**src/rtl/opl3_i2s_tx.sv**
```systemverilog
// opl3_i2s_tx
// Stereo I2S transmitter fed by the channel accumulator. Incoming stereo
// samples are parked in a small FIFO. BCLK and LRCLK are derived from clk by
// a divider and a bit counter. At each frame start the FIFO head is popped
// into the held L/R registers. Those registers are then shifted out MSB first,
// with the standard one-bit I2S delay.
//
// Build option: define OPL3_I2S_UNDERRUN_MUTE_EN to clear the held samples
// when a frame starts with an empty FIFO, so that frame is silent. Without
// the macro, the last sample pair is repeated on underrun.

`default_nettype none

module opl3_i2s_tx #(
    parameter int SAMPLE_WIDTH  = 16,
    parameter int SLOT_BITS     = 32,
    parameter int BCLK_HALF_DIV = 4,
    parameter int FIFO_DEPTH    = 4
) (
    input  logic                          clk,
    input  logic                          reset_n,
    input  logic                          channel_valid,
    input  logic [SAMPLE_WIDTH-1:0]       channel_l,
    input  logic [SAMPLE_WIDTH-1:0]       channel_r,
    output logic                          i2s_bclk,
    output logic                          i2s_lrclk,
    output logic                          i2s_data,
    output logic [$clog2(FIFO_DEPTH):0]   fifo_level,
    output logic                          overflow,
    output logic                          underrun
);

    // ------------------------------------------------------------------
    // Derived sizes and constants
    // ------------------------------------------------------------------
    localparam int DIV_W   = $clog2(BCLK_HALF_DIV);
    localparam int BIT_W   = $clog2(2 * SLOT_BITS);
    localparam int PTR_W   = $clog2(FIFO_DEPTH);
    localparam int LVL_W   = PTR_W + 1;
    localparam int ENTRY_W = 2 * SAMPLE_WIDTH;

    localparam logic [DIV_W-1:0] DIV_LAST = DIV_W'(BCLK_HALF_DIV - 1);
    localparam logic [BIT_W-1:0] BIT_LAST = BIT_W'(2 * SLOT_BITS - 1);
    localparam logic [BIT_W-1:0] SLOT_B   = BIT_W'(SLOT_BITS);
    localparam logic [LVL_W-1:0] LVL_FULL = LVL_W'(FIFO_DEPTH);

    // Reject parameter sets the framing cannot represent.
    generate
        if (SLOT_BITS < SAMPLE_WIDTH + 1) begin : g_bad_slot
            $error("opl3_i2s_tx: SLOT_BITS must be >= SAMPLE_WIDTH+1");
        end
        if (BCLK_HALF_DIV < 2) begin : g_bad_div
            $error("opl3_i2s_tx: BCLK_HALF_DIV must be >= 2");
        end
        if ((FIFO_DEPTH < 2) || ((1 << PTR_W) != FIFO_DEPTH)) begin : g_bad_depth
            $error("opl3_i2s_tx: FIFO_DEPTH must be a power of 2 and >= 2");
        end
    endgenerate

    // ------------------------------------------------------------------
    // Registers
    // ------------------------------------------------------------------
    logic [DIV_W-1:0]        r_div_cnt;
    logic                    r_bclk;
    logic [BIT_W-1:0]        r_bit_cnt;
    logic                    r_lrclk;
    logic                    r_data;
    logic [SAMPLE_WIDTH-1:0] r_held_l;
    logic [SAMPLE_WIDTH-1:0] r_held_r;
    logic [ENTRY_W-1:0]      r_mem [FIFO_DEPTH];
    logic [PTR_W-1:0]        r_wr_ptr;
    logic [PTR_W-1:0]        r_rd_ptr;
    logic [LVL_W-1:0]        r_level;
    logic                    r_overflow;
    logic                    r_underrun;

    // ------------------------------------------------------------------
    // Combinational helpers
    // ------------------------------------------------------------------
    logic                    w_div_wrap;
    logic                    w_fall;
    logic                    w_frame_start;
    logic [BIT_W-1:0]        w_bit_next;
    logic                    w_right_slot;
    logic [BIT_W-1:0]        w_slot_pos;
    logic [SAMPLE_WIDTH-1:0] w_sample;
    logic [SAMPLE_WIDTH-1:0] w_bit_hit;
    logic                    w_data_bit;
    logic                    w_empty;
    logic                    w_full;
    logic                    w_pop;
    logic                    w_push;
    logic                    w_drop;
    logic [ENTRY_W-1:0]      w_head;

    assign w_div_wrap    = (r_div_cnt == DIV_LAST);
    // A fall event is the divider wrap that takes BCLK from 1 to 0.
    assign w_fall        = w_div_wrap && r_bclk;
    assign w_bit_next    = (r_bit_cnt == BIT_LAST) ? '0 : r_bit_cnt + 1'b1;
    assign w_frame_start = w_fall && (r_bit_cnt == BIT_LAST);

    // Position of the upcoming bit within its slot, and the slot's sample.
    assign w_right_slot  = (w_bit_next >= SLOT_B);
    assign w_slot_pos    = w_right_slot ? (w_bit_next - SLOT_B) : w_bit_next;
    assign w_sample      = w_right_slot ? r_held_r : r_held_l;

    // Slot position k (1..SAMPLE_WIDTH) selects sample bit SAMPLE_WIDTH-k.
    // Position 0 (the I2S delay bit) and the padding positions match no
    // entry here, so they transmit 0.
    generate
        for (genvar gi = 0; gi < SAMPLE_WIDTH; gi++) begin : g_bit_sel
            assign w_bit_hit[gi] = (w_slot_pos == BIT_W'(SAMPLE_WIDTH - gi));
        end
    endgenerate
    assign w_data_bit = |(w_bit_hit & w_sample);

    // FIFO control. The pop decision only looks at the current level, so a
    // write into an empty FIFO in a frame-start cycle is never bypassed.
    // A pop frees a slot in the same cycle, so a full FIFO still accepts a
    // write when a pop happens alongside it.
    assign w_empty = (r_level == '0);
    assign w_full  = (r_level == LVL_FULL);
    assign w_pop   = w_frame_start && !w_empty;
    assign w_push  = channel_valid && (!w_full || w_pop);
    assign w_drop  = channel_valid && w_full && !w_pop;
    assign w_head  = r_mem[r_rd_ptr];

    // ------------------------------------------------------------------
    // Sequential logic
    // ------------------------------------------------------------------

    // Half-period divider; BCLK toggles every time the divider wraps.
    always_ff @(posedge clk or negedge reset_n) begin
        if (!reset_n) begin
            r_div_cnt <= '0;
            r_bclk    <= 1'b0;
        end else if (w_div_wrap) begin
            r_div_cnt <= '0;
            r_bclk    <= ~r_bclk;
        end else begin
            r_div_cnt <= r_div_cnt + 1'b1;
        end
    end

    // Bit counter, word select and serial data all move only on fall events.
    // This keeps them stable across the rising BCLK edge the DAC samples on.
    always_ff @(posedge clk or negedge reset_n) begin
        if (!reset_n) begin
            r_bit_cnt <= BIT_LAST;
            r_lrclk   <= 1'b1;
            r_data    <= 1'b0;
        end else if (w_fall) begin
            r_bit_cnt <= w_bit_next;
            r_data    <= w_data_bit;
            if (w_bit_next == '0) begin
                r_lrclk <= 1'b0;
            end else if (w_bit_next == SLOT_B) begin
                r_lrclk <= 1'b1;
            end
        end
    end

    // Sample storage. The FIFO is small enough for distributed RAM, and the
    // level counter gates every read, so this storage needs no reset.
    always_ff @(posedge clk) begin
        if (w_push) begin
            r_mem[r_wr_ptr] <= {channel_l, channel_r};
        end
    end

    // FIFO pointers, level, and the one-cycle overflow/underrun pulses.
    always_ff @(posedge clk or negedge reset_n) begin
        if (!reset_n) begin
            r_wr_ptr   <= '0;
            r_rd_ptr   <= '0;
            r_level    <= '0;
            r_overflow <= 1'b0;
            r_underrun <= 1'b0;
        end else begin
            if (w_push) begin
                r_wr_ptr <= r_wr_ptr + 1'b1;
            end
            if (w_pop) begin
                r_rd_ptr <= r_rd_ptr + 1'b1;
            end
            r_level    <= r_level + LVL_W'(w_push) - LVL_W'(w_pop);
            r_overflow <= w_drop;
            r_underrun <= w_frame_start && w_empty;
        end
    end

    // Held frame samples are loaded from the FIFO head at frame start.
    // On underrun they are either muted or kept, depending on the build.
    always_ff @(posedge clk or negedge reset_n) begin
        if (!reset_n) begin
            r_held_l <= '0;
            r_held_r <= '0;
        end else if (w_pop) begin
            r_held_l <= w_head[ENTRY_W-1:SAMPLE_WIDTH];
            r_held_r <= w_head[SAMPLE_WIDTH-1:0];
        end
`ifdef OPL3_I2S_UNDERRUN_MUTE_EN
        else if (w_frame_start) begin
            r_held_l <= '0;
            r_held_r <= '0;
        end
`endif
    end

    // ------------------------------------------------------------------
    // Outputs
    // ------------------------------------------------------------------
    assign i2s_bclk   = r_bclk;
    assign i2s_lrclk  = r_lrclk;
    assign i2s_data   = r_data;
    assign fifo_level = r_level;
    assign overflow   = r_overflow;
    assign underrun   = r_underrun;

endmodule

`default_nettype wire

```
**config.mk**
```make
export PLATFORM = sky130hd
export DESIGN_NAME = opl3_i2s_tx
export DESIGN_NICKNAME = d
export VERILOG_FILES = /design/src/rtl/opl3_i2s_tx.sv
export SDC_FILE = /design/constraint.sdc
export NUM_CORES = 1
export LEC_CHECK = 0
export CORE_ASPECT_RATIO = 0.7
export CORE_MARGIN = 2
export CORE_UTILIZATION = 45
export CTS_BUF_LIST = sky130_fd_sc_hd__clkbuf_4
export CTS_CLUSTER_SIZE = 28
export DETAILED_ROUTE_END_ITERATION = 10
export SETUP_SLACK_MARGIN = 0.1
export SKIP_CTS_REPAIR_TIMING = 1
export SLEW_MARGIN = 30
export SYNTH_ARGS = -nofsm -noshare
export SYNTH_HDL_FRONTEND = slang
export SYNTH_SLANG_ARGS = --single-unit
```
**constraint.sdc**
```tcl
create_clock -name clk -period 4 [get_ports clk]
set_input_delay 0.8 -clock clk [delete_from_list [all_inputs] [get_ports clk]]
set_output_delay 0.8 -clock clk [all_outputs]
set_load 0.01 [all_outputs]
```
==> metrics, run 1 <==
syn nets about 470; Post-Layout Cell Count between 700 and 800; GRT Overall Usage 16.8%; Worst Path Required approximately 4500 ps; Startpoint Class flop; max-slew violations 0; Lkg Pwr between 3 and 4 nW; IO Port Bufs 42; FF-to-FF End fifo_level[2]; H-tree Lvls 4; final setup fails 0; die area 0.0180 mm²; total grt overflow 0; Tcrit/Tclk final around 82%; Power Density around 450 mW/mm²; clk sinks 180; launching point of the worst reg2reg path r_bit_cnt[1]; Yosys top cell by area edfxtp_1; placed cells approximately 680; estimated wirelength of the detail-placed design 9280 µm; CP Class flop to flop; yosys warns 0; Seq/Total Area, Yosys between 60% and 70%; drt drc 0; highest clock rate about 300 MHz; CTS root buf clkbuf_4; RSZ-0062 raised after global routing false; slew margin rel. between 50% and 60%; max_cap viols 0; worst setup margin slightly above 700 ps; first-pass GRT wire length ~23,000 µm; type of the most critical hold path input pin to asynchronous set/reset pin; Die W 159 µm; Synth Flop Type edfxtp_1; final RePlAce weighted congestion around 0.88; setup slack, reg-to-reg about 720 ps; number of flops mapped to enable cells by yosys ~130; final hold violation count 0; ant diodes 0; CTS buffer count 17; Post-Synthesis Cell Area between 0.007 and 0.008 mm²; R2R cell count 13; clk_lat worst skew between 500 and 600 ps; core area approximately 0.016 mm²; Synth cell types between 50 and 60; Routed WL 14,200 µm; share of cells above drive strength 1 approximately a quarter; Worst-Margin Slew approximately 630 ps; fin crit period 3280 ps; status finished, final reports clean; TritonRoute pass-1 iters 5; Worst Path Max Fanout 11; Worst Clk Skew about 31 ps; Site Rows 39; ys async rst share 28.9%; Worst-path clk slew approximately 170 ps; syn_area_per_cell about 18 µm²; Via density 5.46; Pwr Total 0.00387 W; CTS tree built; initial antenna violation count 0; Clock Tree Buf Depth 2; Place WS between 700 and 800 ps; Yosys top cell area share 50.5%; DR WL/cell around 20 µm; flops & latches, synth 180; overall die height between 100 and 150 µm; Area Growth Syn to Fin 12.1%; Final nets about 520; total negative setup slack 0 ps; Mapped Cells ~430; number of I/O pins 43; Area contributors post-synth edfxtp_1 (50%), dfrtp_1 (15%), mux4_2 (9.5%); largest net degree at the start of global routing 34; Vias 3,884; Starting Density between 40 and 50%; Initial DRC Count 275; Filler cells between 1k and 1.5k; CP arrival approximately 3700 ps; crit path capture type flop; Final ANT Viol Nets 0; maximum VDD drop around 240 µV; vias in the first global route ~4k
-- logic make-up (layout without fill, tap and decap cells) --
kind of cell | after synthesis | after routing | synth area share [%]
and+or+nand+nor | 61 | 61 | 4.30
AOI/OAI and AO/OA | 55 | 55 | 5.91
adders and majority gates | 13 | 13 | 2.23
DFF | 180 | 180 | 67.7
buffers and inverters | 39 | 99 | 2.56
muxes | 68 | 68 | 16.2
xor gates and xnor gates | 10 | 10 | 1.15
-- worst max-delay path by stage --
stage                    endpoint  slack (ps)         start  cells past startpoint
finish              fifo_level[2]         720  r_bit_cnt[1]                     13
global route        fifo_level[2]         480  r_bit_cnt[1]                     13
CTS                 fifo_level[2]         730  r_bit_cnt[0]                     13
detailed placement  fifo_level[2]         730  r_bit_cnt[0]                     13
global placement    fifo_level[2]         790  r_bit_cnt[0]                     13
floorplan           fifo_level[2]        1070  r_bit_cnt[0]                     14
-- registers in the layout, indices dropped and copies added (netlist names) --
signal      flops
underrun        1
r_div_cnt       2
r_bit_cnt       6
r_held_l       16
r_wr_ptr        2
r_held_r       16
r_rd_ptr        2
fifo_level      3
i2s_lrclk       1
overflow        1
i2s_bclk        1
r_mem         128
i2s_data        1
-- cells in the mapped netlist, types with 6 or more instances --
cell,n
dfrtp_1,45
mux4_2,32
buf_2,8
ha_1,12
dfstp_2,7
xnor2_1,8
nor2_1,13
o21ai_0,10
mux2_4,29
inv_1,16
edfxtp_1,128
nand3_1,9
nand2_1,15
and2_1,6
-- metrics by stage --
stage	utilization, %	hold WS [ps]	cell area [µm²]
after CTS	51.9	209	8540
after global placement	50.1	419	8250
after global routing	51.9	231	8540
after floorplan	-	410	7620
after detailed placement	50.1	430	8250
final	51.9	223	8540
-- report_power, final --
| group | internal [W] | switching (W) | total (W) |
|---|---|---|---|
| Combinational | 0.000194 | 0.000292 | 0.000487 |
| Sequential | 0.00231 | 0.0000927 | 0.00241 |
| Clock | 0.000286 | 0.000689 | 0.000975 |
-- area by class of cell --
class | instances | area (µm²) | share of cell area, %
Tap cell | 225 | 282 | 3.30
Multi-Input combinational cell | 207 | 2270 | 26.6
Inverter | 16 | 60.1 | 0.703
Clock inverter | 15 | 164 | 1.92
Sequential cell | 180 | 5150 | 60.4
Timing Repair Buffer | 51 | 483 | 5.66
Clock buffer | 17 | 128 | 1.49
-- worst max-delay path, stage by stage, from the launching register on --
cell     delay [ps]
dfstp_2         670
ha_1            410
inv_1           180
nor3_4          240
nand2_1         150
a31oi_4         290
inv_1            80
ha_1            270
inv_1            60
ha_1            130
inv_1            50
fa_1            370
xnor2_1         140
xnor2_1         130
-- placed cells by master, fill, tap and decap left out, drive strengths merged, types with 2 or more instances in the layout --
cell type	instances
buf	10
clkinvlp	2
a22oi	4
dfrtp	45
inv	22
xor2	2
a21oi	6
clkinv	7
a222oi	2
nand3	11
nand2	15
nor4	3
o21ai	11
nand2b	2
nor2	15
edfxtp	128
a31oi	2
nor3	5
ha	12
mux2i	3
o211ai	2
o221ai	3
xnor2	8
o22ai	3
clkbuf	17
o311ai	5
dfstp	7
o31ai	2
mux4	32
clkdlybuf4s50	41
mux2	33
a32oi	2
and2	6
a22o	3
a211oi	4
-- routing by layer --
layer  global-route usage [%]  wire, µm
met3                     4.00       668
met1                     24.9      6950
met2                     25.8      6550
met4                     3.27        78
met5                        0         0
Note: power is estimated with default switching activity, not from simulation.
==> run 2: changes to the inputs <==
==> constraint.sdc (replaced) <==
create_clock -name clk -period 3.4 [get_ports clk]
set_input_delay 0.68 -clock clk [delete_from_list [all_inputs] [get_ports clk]]
set_output_delay 0.68 -clock clk [all_outputs]
set_load 0.01 [all_outputs]
==> run 2 against run 1 <==
- critical path depth did not move
- core utilization grew 0.53 points
- global-route usage rose by 0.75 points
- final cell count grew 0.70%
- count of clock-buffer cells in the layout is the same
- highest routed layer unchanged
==> metrics, run 2 (synthesis gave the netlist of run 1 again) <==
status finished, final reports clean; Lkg Pwr 3.13 nW; worst setup margin about 400 ps; CP arrival roughly 3500 ps; Tcrit/Tclk final about nine tenths; Clock Tree Buf Depth 2; Pwr Total about 0.0047 W; RSZ-0062 raised after global routing false; maximum VDD drop 322 µV; most frequent cells in the layout edfxtp_1 (128), dfrtp_1 (44), clkdlybuf4s50_1 (41); final setup fails 0; type of the most critical hold path input pin to asynchronous set/reset pin; die area 0.0180 mm²; ant diodes 0; core area roughly 0.016 mm²; initial antenna violation count 0; IO Port Bufs 42; top sig layer met4; Die W roughly 160 µm; Initial DRC Count ~250; CP Class flop to flop; Starting Density a little under half; met3 wire len between 700 and 800 µm; max reg flops 128; CTS root buf clkbuf_4; Worst Clk Skew approximately 22 ps; TritonRoute pass-1 iters 4; Via density around 5.4; launching point of the worst reg2reg path r_bit_cnt[0]; max-slew violations 0; crit path capture type flop; max_cap viols 0; share of cells above drive strength 1 between 20 and 30%; total negative setup slack 0 ps; Largest Register r_mem; Worst-Margin Slew about 620 ps; Startpoint Class flop; met2 WL 6730 µm; Top Registers r_mem: 128 flops, r_held_l: 16 flops, r_held_r: 16 flops; first-pass GRT wire length between 20,000 and 25,000 µm; total grt overflow 0; GRT Overall Usage ~18%; highest clock rate approximately 330 MHz; Site Rows 39; clk sinks 180; setup slack, reg-to-reg ~400 ps; overall die height about 110 µm; vias in the first global route between 4k and 5k; Worst-path clk slew about 150 ps; FF-to-FF End fifo_level[2]; Place WS just over 400 ps; slew margin rel. roughly 59%; commonest non-fill, non-tap cell in the layout edfxtp_1; Area Growth Syn to Fin 13.3%; CTS tree built; R2R cell count 13; fin crit period about 3000 ps; final RePlAce weighted congestion between 0.9 and 1; DRT met1 WL 7150 µm; Vias around 3.9k; Worst Path Max Fanout 12; DR WL/cell 20.6 µm; number of I/O pins between 40 and 50; CTS buffer count 17; Worst Path Required a little under 4000 ps; largest net degree at the start of global routing 47; final hold violation count 0; Final nets 527; clk_lat worst skew around 570 ps; Routed WL roughly 15,000 µm; Power Density 545 mW/mm²; H-tree Lvls 4; estimated wirelength of the detail-placed design just over 10,000 µm; Final ANT Viol Nets 0; drt drc 0
run 2: report_power, final:
part           switching (W)  total, W  leakage (nW)  internal, W
logic               0.000353  0.000598          1.11     0.000246
clock network       0.000800   0.00127         0.166     0.000472
registers           0.000112   0.00283          1.86      0.00272
total                0.00127   0.00470          3.13      0.00344
run 2: routing by layer:
layer  up-vias  track usage, %
met5         -               0
met4         0            4.97
met3        13            4.47
met2        86            26.1
met1      2004            25.9
li1       1778               -
run 2: through the flow:
stage                     area [µm²]  cells  util (%)  hold WS, ps
final                           8630    716      52.5         81.9
after CTS                       8630    716      52.5         81.5
after global routing            8630    716      52.5         70.4
after global placement          8300    685      50.5          419
after floorplan                 7620    426         -          384
after detailed placement        8310    685      50.5          432
run 2: worst max-delay path by stage:
stage	from	end	slack, ps
2_1_floorplan	r_bit_cnt[0]	fifo_level[2]	470
3_3_place_gp	r_bit_cnt[0]	fifo_level[2]	480
3_5_place_dp	r_bit_cnt[0]	fifo_level[2]	410
4_1_cts	r_bit_cnt[0]	fifo_level[2]	410
5_1_grt	r_bit_cnt[0]	fifo_level[2]	170
6_report	r_bit_cnt[0]	fifo_level[2]	390
run 2: area by class of cell:
class,count,area (µm²)
clock buffer,17,128
clock inverter,14,191
fill,1342,7820
inverter,16,60.1
multi-input combinational,207,2270
sequential,180,5150
tap,225,282
timing repair buffer,57,543
run 2: worst max-delay path, stage by stage, from the launching register on:
cell	delay, ps
dfstp_2	680
ha_1	200
inv_1	110
nor3_4	220
nand2_1	150
a31oi_4	290
inv_1	80
ha_1	270
inv_1	60
ha_1	130
inv_1	50
fa_1	380
xnor2_1	150
xnor2_1	140
